<file path="config.mk">
export PLATFORM = sky130hd
export DESIGN_NAME = traffic_light_monitor
export DESIGN_NICKNAME = d
export VERILOG_FILES = /design/src/rtl/traffic_light_monitor.sv
export SDC_FILE = /design/constraint.sdc
export NUM_CORES = 1
export LEC_CHECK = 0
export CAP_MARGIN = 20
export CORE_MARGIN = 1
export CORE_UTILIZATION = 53
export CTS_CLUSTER_SIZE = 16
export DETAILED_ROUTE_END_ITERATION = 12
export PLACE_DENSITY_LB_ADDON = 0.2
export SLEW_MARGIN = 20
export SYNTH_ARGS = -nofsm -noshare
export SYNTH_HDL_FRONTEND = slang
export SYNTH_SLANG_ARGS = --single-unit
</file>
<file path="constraint.sdc">
create_clock -name clock -period 2.95 [get_ports clock]
set_clock_uncertainty 0.15 [all_clocks]
set_input_delay 0.7375 -clock clock [delete_from_list [all_inputs] [get_ports clock]]
set_output_delay 0.7375 -clock clock [all_outputs]
set_load 0.1 [all_outputs]
</file>
<file path="src/rtl/traffic_light_monitor.sv">
// traffic_light_monitor: receive-side checker for the one-hot traffic-light bus.
// It locks onto the G->Y->R->G sequence, enforces per-phase dwell bounds and latches the first violation.
// All outputs are registered, with one clock of latency. It never back-pressures the controller.
// Ports:
//   clock, reset     : rising-edge clock, asynchronous active-high reset
//   light[0:2]       : bit0 RED, bit1 GREEN, bit2 YELLOW (RED=3'b100, GREEN=3'b010, YELLOW=3'b001)
//   clear_fault      : synchronous pulse that releases a latched fault and restarts acquisition
//   phase            : 0 none, 1 GREEN, 2 YELLOW, 3 RED
//   sync, fault      : locked flag, sticky violation flag
//   fault_code       : 0 none, 1 not one-hot, 2 illegal successor, 3 overstay, 4 understay
//   round_count      : completed RED->GREEN rounds while locked (saturating)
//   dwell_count      : consecutive samples of the current value (saturating)
module traffic_light_monitor #(
  parameter int MIN_GREEN  = 1,
  parameter int MAX_GREEN  = 1,
  parameter int MIN_YELLOW = 1,
  parameter int MAX_YELLOW = 1,
  parameter int MIN_RED    = 1,
  parameter int MAX_RED    = 1,
  parameter int CNT_W      = 8
) (
  input  logic             clock,
  input  logic             reset,
  input  logic [0:2]       light,
  input  logic             clear_fault,
  output logic [1:0]       phase,
  output logic             sync,
  output logic             fault,
  output logic [2:0]       fault_code,
  output logic [15:0]      round_count,
  output logic [CNT_W-1:0] dwell_count
);

  localparam logic [1:0] ST_UNSYNC = 2'd0;
  localparam logic [1:0] ST_SYNC   = 2'd1;
  localparam logic [1:0] ST_FAULT  = 2'd2;

  localparam logic [0:2] L_RED    = 3'b100;
  localparam logic [0:2] L_GREEN  = 3'b010;
  localparam logic [0:2] L_YELLOW = 3'b001;

  localparam logic [CNT_W-1:0] CNT_ONE = CNT_W'(1);
  localparam logic [CNT_W-1:0] CNT_MAX = {CNT_W{1'b1}};

  logic [1:0]       r_state, w_state_n;
  logic [0:2]       r_prev,  w_prev_n;
  logic [1:0]       r_phase, w_phase_n;
  logic             r_sync,  w_sync_n;
  logic             r_fault, w_fault_n;
  logic [2:0]       r_code,  w_code_n;
  logic [15:0]      r_round, w_round_n;
  logic [CNT_W-1:0] r_dwell, w_dwell_n;

  logic             w_valid, w_same, w_legal;
  logic [1:0]       w_dec;
  logic [CNT_W-1:0] w_min, w_max, w_dwell_inc;

  always_comb begin
    w_dec = 2'd0;
    case (light)
      L_GREEN:  w_dec = 2'd1;
      L_YELLOW: w_dec = 2'd2;
      L_RED:    w_dec = 2'd3;
      default:  w_dec = 2'd0;
    endcase
  end

  assign w_valid = (w_dec != 2'd0);
  assign w_same  = (light == r_prev);
  // Only exact one-hot patterns match, so an invalid previous sample never forms a legal pair.
  assign w_legal = ((r_prev == L_GREEN)  && (light == L_YELLOW)) ||
                   ((r_prev == L_YELLOW) && (light == L_RED))    ||
                   ((r_prev == L_RED)    && (light == L_GREEN));
  assign w_dwell_inc = (r_dwell == CNT_MAX) ? r_dwell : r_dwell + CNT_ONE;

  // While locked, r_phase always tracks the previous sample, so it selects the bounds of the phase being held or left.
  always_comb begin
    w_min = CNT_W'(MIN_GREEN);
    w_max = CNT_W'(MAX_GREEN);
    case (r_phase)
      2'd2: begin
        w_min = CNT_W'(MIN_YELLOW);
        w_max = CNT_W'(MAX_YELLOW);
      end
      2'd3: begin
        w_min = CNT_W'(MIN_RED);
        w_max = CNT_W'(MAX_RED);
      end
      default: ;
    endcase
  end

  always_comb begin
    w_state_n = r_state;
    w_prev_n  = r_prev;
    w_phase_n = r_phase;
    w_sync_n  = r_sync;
    w_fault_n = r_fault;
    w_code_n  = r_code;
    w_round_n = r_round;
    w_dwell_n = r_dwell;
    case (r_state)
      ST_UNSYNC: begin
        w_prev_n  = light;
        w_phase_n = w_dec;
        if (!w_valid) begin
          w_dwell_n = '0;
        end else if (w_same) begin
          w_dwell_n = w_dwell_inc;
        end else begin
          w_dwell_n = CNT_ONE;
          if (w_legal) begin
            w_state_n = ST_SYNC;
            w_sync_n  = 1'b1;
          end
        end
      end
      ST_SYNC: begin
        w_prev_n = light;
        // On a violation, phase and dwell keep their pre-violation values.
        if (w_same) begin
          if (r_dwell == w_max) begin
            w_code_n = 3'd3;
          end else begin
            w_dwell_n = w_dwell_inc;
          end
        end else if (!w_valid) begin
          w_code_n = 3'd1;
        end else if (!w_legal) begin
          w_code_n = 3'd2;
        end else if (r_dwell < w_min) begin
          w_code_n = 3'd4;
        end else begin
          w_dwell_n = CNT_ONE;
          w_phase_n = w_dec;
          if ((r_prev == L_RED) && (r_round != 16'hFFFF)) begin
            w_round_n = r_round + 16'd1;
          end
        end
        if (w_code_n != 3'd0) begin
          w_state_n = ST_FAULT;
          w_fault_n = 1'b1;
          w_sync_n  = 1'b0;
          w_prev_n  = r_prev;
        end
      end
      default: begin
        if (clear_fault) begin
          w_state_n = ST_UNSYNC;
          w_prev_n  = light;
          w_phase_n = 2'd0;
          w_fault_n = 1'b0;
          w_code_n  = 3'd0;
          w_dwell_n = '0;
        end
      end
    endcase
  end

  always_ff @(posedge clock or posedge reset) begin
    if (reset) begin
      r_state <= ST_UNSYNC;
      r_prev  <= 3'b000;
      r_phase <= 2'd0;
      r_sync  <= 1'b0;
      r_fault <= 1'b0;
      r_code  <= 3'd0;
      r_round <= 16'd0;
      r_dwell <= '0;
    end else begin
      r_state <= w_state_n;
      r_prev  <= w_prev_n;
      r_phase <= w_phase_n;
      r_sync  <= w_sync_n;
      r_fault <= w_fault_n;
      r_code  <= w_code_n;
      r_round <= w_round_n;
      r_dwell <= w_dwell_n;
    end
  end

  assign phase       = r_phase;
  assign sync        = r_sync;
  assign fault       = r_fault;
  assign fault_code  = r_code;
  assign round_count = r_round;
  assign dwell_count = r_dwell;

endmodule

</file>
==> results.yml, run 1 <==
place:
  portBuffers: 36
  dp_cells: 325
  gp_congestion: 0.833
  dp_hpwl_um: 3930
drt:
  vias_per_cell: 5.99
  vias: 1996
  post_drt_wl_per_cell_um: 15.7
  wl_met1_um: 2330
  top_layer_used: "met4"
  firstDrtPassIters: 4
  antenna_left: 0
  dr_wl_met2_um: 2530
  drtIter0Drc: 131
  drc: 0
  totalWireLength_um: 5220
  met3RoutedLength_um: 231
yosys:
  synthCells: 228
  yosysUniqueCellTypes: 51
  ys_seq_area_share_pct: 41.3
  synthArstFlopShare_pct: 100
  syn_avg_cell_area_um2: 9.57
  synth_edf_count: 0
  ys_ff_latch: 36
  ys_warn_count: 0
  yosys_most_used_dff: "dfrtp_1"
  synth_fp_nets: 238
  syn-cell-area_um2: 2180
critical_path:
  crit_slowest_cell: "clkdlybuf4s50_1"
  critical_path_arrival_ns: 2.81
  path_buf_inv: 2
  r2r_cells: 6
  critPathKind: "primary input to flip-flop"
  rrSetupSlack_ns: 0.60
  cp-end-kind: "flip-flop"
  r2r-end: "fault"
  critPathMaxStageDelay_ns: 0.54
  path_delay_family: "buffers and inverters"
  path_cells: "clkdlybuf4s50_1 > nor4_4 > nand3_4 > a21oi_4 > o211a_2 > buf_4 > nand4_1 > xnor2_1"
  cp_max_fo: 7
  cp-start-kind: "primary input"
  r2r_start: "dwell_count[3]"
  worstPathRequired_ns: 2.98
clock_tree:
  cts_sinks: 36
  cts_tree: "done"
  clock_path_buffers: 2
  numCtsBuffers: 5
  cts-htree-levels: 2
  hold_buffers: 0
  root_buffer: "clkbuf_8"
  clk_latency_ns: 0.30
  cts_setup_buffers: 0
  clk_pin_slew_ns: 0.07
  cts-resized-gates: 0
sta:
  hold_violations: 0
  slew_violations: 0
  setup_tns_ns: 0
  fmax_ghz: 0.361
  worst_pin_slew_ns: 0.490
  rsz0062_at_grt: "false"
  relSlewSlack_pct: 67.1
  setup_viol: 0
  fin_crit_sh_pct: 94.0
  finalCriticalPeriod_ns: 2.77
grt:
  grt_overflow: 0
  grt_pass1_wl_um: 8730
  grt_antenna_before_repair: 0
  grt_max_degree: 37
  grtUsageTotal_pct: 27.0
  first_global_vias: 1870
power_and_ir_drop:
  irDropWorstVdd_mv: 0.769
  power_density_nw_per_um2: 762
  p_leak_uw: 0.00127
die:
  core_um2: 3800
  ios: 37
  dieArea_um2: 4380
  start_util_pct: 57.4
  die_width_um: 66.2
  rows: 22
  die-height_um: 66.2
layout:
  finalNetCount: 294
  n_antenna_cell: 0
  final_cell_mix: "buf_4 (56), dfrtp_1 (36), nand2_1 (19)"
  layout.cells.most_common: "buf_4"
  layoutNonFillerInstCount: 333
  area_growth_syn_to_layout_pct: 27.0
  drive_above_1_share_pct: 28.4
run:
  max-cap-violations: 0
status:
  status: "completed"
min_path:
  hold_path.class: "flip-flop to flip-flop"
  worstHoldStart: "round_count[10]"
  min_to: "round_count[10]"
  hold_depth: 1
## worst max-delay path by stage
stage | end | cells after the start | slack (ns) | from
detailed placement | round_count[10] | 8 | -0.12 | light[2]
finish | round_count[10] | 8 | 0.18 | light[2]
floorplan | round_count[4] | 8 | 0.27 | dwell_count[0]
CTS | round_count[10] | 8 | 0.18 | light[2]
global route | round_count[8] | 8 | 0.07 | light[2]
global placement | fault | 8 | -0.04 | light[1]
## worst reg2reg max path, cell delays in order, from the launching register on
cell and delay, ns:
dfrtp_1 0.48, nor4_2 0.42, and3_4 0.29, o32ai_1 0.10
o21bai_4 0.20, or3_4 0.42, a22o_1 0.18
## per-stage QoR
step	cell area (µm²)	power (µW)	util (%)	setup slack [ns]	hold slack, ns
2_1_floorplan	2180	1370	-	0.274	0.445
3_3_place_gp	2650	1620	69.6	-0.0426	0.314
3_5_place_dp	2650	1630	69.6	-0.117	0.339
4_1_cts	2770	2110	73.0	0.176	0.349
5_1_grt	2770	2220	73.0	0.0746	0.370
6_report	2770	2110	73.0	0.177	0.349
## cell usage after synthesis, drive strengths merged, types with 2 or more instances
cell,count,area [µm²]
o22a,2,17.5
buf,6,35.0
a31oi,8,50.1
and2,3,18.8
nor3,4,20.0
a22o,5,45.0
a21oi,13,76.3
or4,3,22.5
nand3,15,92.6
clkbuf,6,32.5
and3,6,42.5
and4bb,2,25.0
o211ai,3,22.5
nor4,2,33.8
o31ai,3,36.3
nand2,19,71.3
o21ai,14,77.6
ha,4,50.1
inv,7,26.3
xnor2,18,158
a21o,3,22.5
xor2,2,17.5
nand2b,3,18.8
nand4,11,68.8
dfrtp,36,901
nor2,16,60.1
## flip-flops by register name, summed over array words and instances, names as in the netlist
register / count
dwell_count: 8
phase: 2
sync: 1
r_prev: 3
r_state: 2
fault: 1
round_count: 16
fault_code: 3
## power breakdown
part	total (µW)	internal (µW)	switching, µW
clock network	479	298	181
logic	973	328	645
registers	661	560	100
total	2110	1190	926
## cell families after synthesis
logic type	Yosys count	synth area share [%]
and+or+nand+nor	88	23.3
AOI/OAI and AO/OA	60	20.2
DFF	36	41.3
xor gates and xnor gates	20	8.03
buffers and inverters	19	4.30
adders and majority gates	4	2.29
muxes	1	0.516
## layer usage
| layer | GRT usage (%) | up-vias |
|---|---|---|
| li1 | - | 949 |
| met1 | 34.3 | 976 |
| met2 | 45.0 | 56 |
| met3 | 6.72 | 15 |
| met4 | 8.51 | 0 |
| met5 | 0 | - |
## cell type report
| type | instances | area [µm²] |
|---|---|---|
| timing repair buffer | 61 | 470 |
| multi-input combinational | 173 | 1190 |
| clock buffer | 7 | 96.3 |
| clock inverter | 1 | 30.0 |
| sequential | 36 | 901 |
| inverter | 7 | 26.3 |
| fill | 288 | 1030 |
| tap | 48 | 60.1 |
No activity file was read; power rests on OpenSTA's default activity.
==> inputs of run 2 (changes only) <==
--- a/config.mk
+++ b/config.mk
@@ -6,7 +6,8 @@
 export NUM_CORES = 1
 export LEC_CHECK = 0
 export CAP_MARGIN = 20
-export CORE_MARGIN = 1
+export CORE_ASPECT_RATIO = 0.9
+export CORE_MARGIN = 10
 export CORE_UTILIZATION = 53
 export CTS_CLUSTER_SIZE = 16
 export DETAILED_ROUTE_END_ITERATION = 12
==> run 2 against run 1 <==
- design area fell by 0.23%
- critical path type unchanged
- non-clock buffer count did not move
- global-route usage fell by 11 points
- die area rose by 62%
- sequential power rose by 3%
- setup slack improved by 0.00059 ns
- critical endpoint is now fault
- largest cell class unchanged
- count of clock-buffer cells in the layout fell by 1
- wire length rose by 1.8%
- sequential share of layout area rose by 0.074 points
- fmax barely moved
- largest power group unchanged
- critical path depth fell by 1
==> results.yml, run 2 (synthesis gave the netlist of run 1 again) <==
status:
  status: "completed"
sta:
  worst_pin_slew_ns: 0.492
  relSlewSlack_pct: 66.8
  finalCriticalPeriod_ns: 2.77
  timing.hold.ws_ns: 0.341
  hold_violations: 0
  setup_viol: 0
  fmax_ghz: 0.361
  rsz0062_at_grt: "false"
  slew_violations: 0
  fin_crit_sh_pct: 94.0
place:
  portBuffers: 36
  gp_congestion: 0.859
  dp_cells: 325
  dp_hpwl_um: 4010
  place_area_um2: 2660
power_and_ir_drop:
  power_frac_clock_pct: 20.2
  irDropWorstVdd_mv: 1.05
  combPwrFrac_pct: 46.9
  power_frac_seq_pct: 32.9
  switching_share_pct: 44.5
  total_power_uw: 2070
  p_int_uw: 1150
  p_leak_uw: 0.00126
  switchingPower_uw: 921
  power_density_nw_per_um2: 747
drt:
  post_drt_wl_per_cell_um: 16.0
  antenna_left: 0
  drc: 0
  totalWireLength_um: 5320
  vias_per_cell: 5.80
  firstDrtPassIters: 4
  drtIter0Drc: 124
  vias: 1930
die:
  die-height_um: 80.9
  dieArea_um2: 7090
  rows: 22
  die_width_um: 87.6
  ios: 37
  core_um2: 4020
  start_util_pct: 54.3
clock_tree:
  clk_pin_slew_ns: 0.07
  hold_buffers: 0
  root_buffer: "clkbuf_8"
  clk_latency_ns: 0.28
  cts_tree: "done"
  numCtsBuffers: 5
  cts_sinks: 36
  cts-htree-levels: 2
  clock_path_buffers: 2
  cts-resized-gates: 0
  cts_setup_buffers: 0
layout:
  layoutNonFillerInstCount: 333
  drive_above_1_share_pct: 28.1
  layout.cells.most_common: "buf_4"
  finalNetCount: 294
  post-route-util_pct: 68.8
  n_antenna_cell: 0
  stdcell_area_um2: 2770
  area_growth_syn_to_layout_pct: 26.7
  largest_register_ffs: 16
  final_cell_mix: "buf_4 (55), dfrtp_1 (36), nand2_1 (19)"
critical_path:
  critPathMaxStageDelay_ns: 0.62
  critical_path_arrival_ns: 2.79
  path_cells: "clkdlybuf4s50_1 > and4bb_2 > o21ai_2 > buf_4 > a311oi_2 > or3_4 > a22o_1"
  cp-start-kind: "primary input"
  cp_max_fo: 5
  crit_slowest_cell: "clkdlybuf4s50_1"
  path_buf_inv: 2
  cp-end-kind: "flip-flop"
  worstPathRequired_ns: 2.97
  critPathKind: "primary input to flip-flop"
  path_delay_family: "buffers and inverters"
grt:
  grt_pass1_wl_um: 9100
  use_met2_pct: 24.8
  first_global_vias: 1868
  grtUsageMet3_pct: 4.10
  grt_overflow: 0
  met1_usage_pct: 21.0
  grtUsageTotal_pct: 15.9
  grt_max_degree: 37
  grt_antenna_before_repair: 0
  top_usage_layer: "met2"
min_path:
  hold_path.class: "flip-flop to flip-flop"
run:
  max-cap-violations: 0
==> run 2: final timing paths <==
| path | startpoint | endpoint | slack [ns] | cells past startpoint |
|---|---|---|---|---|
| max in group asynchronous | reset | dwell_count[3] | 1.63 | 3 |
| worst max-delay path | light[2] | fault | 0.18 | 7 |
| min in group asynchronous | reset | round_count[13] | 0.70 | 3 |
| worst max register to register | dwell_count[3] | fault | 0.62 | 6 |
| worst min register to register | round_count[11] | round_count[11] | 0.34 | 1 |
| worst min-delay path | round_count[11] | round_count[11] | 0.34 | 1 |
==> run 2: layer usage <==
metal  share of wire (%)  vias up
li1                    -      954
met1                  46      923
met2                  47       48
met3                 5.4        5
met4                0.92        0
met5                   0        -
==> run 2: final cells by class <==
type | instances | area (µm²)
fillers | 326 | 1250
inverters | 7 | 26.3
repair buffers | 61 | 483
clock buffers | 6 | 72.6
clock inverters | 2 | 35.0
multi-input cells | 173 | 1190
flip-flops and latches | 36 | 901
well taps | 48 | 60.1
==> run 2: power by group through the flow <==
stage               combinational (µW)  sequential [µW]  clock [µW]
floorplan                          453              916           0
CTS                                968              677         429
global route                      1040              695         448
finish                             970              680         417
detailed placement                 961              687           0
global placement                   949              686           0
==> run 2: per-stage QoR <==
stage	setup WS [ns]	TNS [ns]
after global routing	0.0655	0
after floorplan	0.274	0
after CTS	0.190	0
after detailed placement	-0.113	-0.979
after global placement	-0.0311	-0.136
final	0.177	0
==> run 2: worst register-to-register path: stages (launching register included) <==
cell,delay [ns]
dfrtp_1,0.49
nor4_2,0.40
and3_4,0.28
o32ai_1,0.09
o21bai_4,0.20
or3_4,0.42
a22o_1,0.20
==> inputs of run 3 (changes only) <==
--- a/config.mk
+++ b/config.mk
@@ -6,7 +6,6 @@
 export NUM_CORES = 1
 export LEC_CHECK = 0
 export CAP_MARGIN = 20
-export CORE_ASPECT_RATIO = 0.9
 export CORE_MARGIN = 10
 export CORE_UTILIZATION = 53
 export CTS_CLUSTER_SIZE = 16
==> run 3 against run 2 <==
- sequential cell count stayed put
- sequential power hardly changed
- largest cell class unchanged
- critical path type unchanged
- utilization hardly changed
- highest routed layer unchanged
- design area is 0.45% lower
- largest power group unchanged
==> results.yml, run 3 (synthesis gave the netlist of run 1 again) <==
place:
  gp_congestion: 0.870
  place_ws_ns: -0.0909
  dp_hpwl_um: 3960
  portBuffers: 36
  place_area_um2: 2660
  dp_cells: 327
layout:
  drive_above_1_share_pct: 28.4
  finalNetCount: 294
  n_antenna_cell: 0
  layoutNonFillerInstCount: 335
  layout.cells.most_common: "buf_4"
  largest_register_ffs: 16
  stdcell_area_um2: 2750
  area_growth_syn_to_layout_pct: 26.1
  final_cell_mix: "buf_4 (55), dfrtp_1 (36), nand2_1 (19)"
drt:
  firstDrtPassIters: 4
  drtIter0Drc: 180
  post_drt_wl_per_cell_um: 16.2
  totalWireLength_um: 5420
  vias_per_cell: 5.75
  antenna_left: 0
  drc: 0
  vias: 1925
grt:
  grt_overflow: 0
  grtUsageTotal_pct: 15.7
  grt_pass1_wl_um: 9480
  first_global_vias: 1926
  grt_antenna_before_repair: 0
  grt_max_degree: 37
power_and_ir_drop:
  power_frac_clock_pct: 18.4
  p_int_uw: 1080
  switchingPower_uw: 932
  irDropWorstVdd_mv: 0.353
  power_density_nw_per_um2: 731
  p_leak_uw: 0.00126
  switching_share_pct: 46.3
  combPwrFrac_pct: 48.0
  power_frac_seq_pct: 33.6
clock_tree:
  cts_sinks: 36
  cts-htree-levels: 2
  clock_path_buffers: 2
  cts_tree: "done"
  numCtsBuffers: 5
  hold_buffers: 0
  root_buffer: "clkbuf_8"
  cts-resized-gates: 0
  clk_pin_slew_ns: 0.08
  cts_setup_buffers: 0
  clk_latency_ns: 0.30
critical_path:
  critical_path_arrival_ns: 2.77
  cp-end-kind: "flip-flop"
  r2r_cells: 6
  cp-start-kind: "primary input"
  cp_max_fo: 6
  critPathKind: "primary input to flip-flop"
  worstPathRequired_ns: 2.99
min_path:
  hold_path.class: "flip-flop to flip-flop"
  hold_depth: 2
die:
  ios: 37
  die-height_um: 84.2
  start_util_pct: 54.6
  core_um2: 4000
  dieArea_um2: 7080
  die_width_um: 84.2
  rows: 23
sta:
  relSlewSlack_pct: 68.1
  setup_viol: 0
  worst_pin_slew_ns: 0.475
  slew_violations: 0
  setup_slack_ns: 0.218
  timing.hold.ws_ns: 0.346
  rsz0062_at_grt: "false"
  fmax_ghz: 0.366
  finalCriticalPeriod_ns: 2.73
  fin_crit_sh_pct: 92.6
  hold_violations: 0
run:
  max-cap-violations: 0
status:
  status: "completed"
-- run 3: cell count changes in the layout (fill, tap and decap cells not counted) --
cell	before	now
clkbuf_8	5	6
bufinv_16	1	0
clkinv_2	1	2
clkbuf_1	1	0
-- run 3: worst max-delay path: stages --
cell and delay (ns):
clkdlybuf4s50_1 0.63, and4bb_2 0.27, o21ai_2 0.28, and3b_1 0.22, a311oi_2 0.06, or3_4 0.38
a22o_1 0.18
-- run 3: power groups by stage --
stage                     Sequential [µW]  Combinational, µW  Clock [µW]
after CTS                             673                968         374
after global placement                681                949           0
after detailed placement              681                963           0
after floorplan                       916                453           0
final                                 677                966         370
after global routing                  690               1030         402
-- run 3: final timing paths --
| kind | start | end | slack [ns] |
|---|---|---|---|
| setup / recovery | light[2] | fault | 0.22 |
| min in group asynchronous | reset | round_count[1] | 0.69 |
| hold / removal | phase[1] | phase[1] | 0.35 |
| max in group asynchronous | reset | dwell_count[6] | 1.63 |
| hold reg to reg | phase[1] | phase[1] | 0.35 |
| setup reg to reg | dwell_count[2] | fault | 0.63 |
-- run 3: layout make-up --
type,instances,area (µm²)
multi-input combinational,173,1190
clock inverter,2,10.0
sequential,36,901
timing repair buffer,61,483
clock buffer,6,82.6
fill,322,1250
tap,50,62.6
inverter,7,26.3
-- run 3: per-stage QoR --
step	TNS (ns)	util [%]	total power (µW)
2_1_floorplan	0	-	1370
3_3_place_gp	-0.109	66.5	1630
3_5_place_dp	-0.738	66.5	1640
4_1_cts	0	68.8	2010
5_1_grt	0	68.8	2120
6_report	0	68.8	2010
-- run 3: metal layers --
metal  GRT usage (%)  share of wire (%)  vias up
li1                -                  -      944
met1            20.4                 47      921
met2            23.7                 47       47
met3            4.15                4.0       13
met4            7.15                2.2        0
met5               0                  0        -
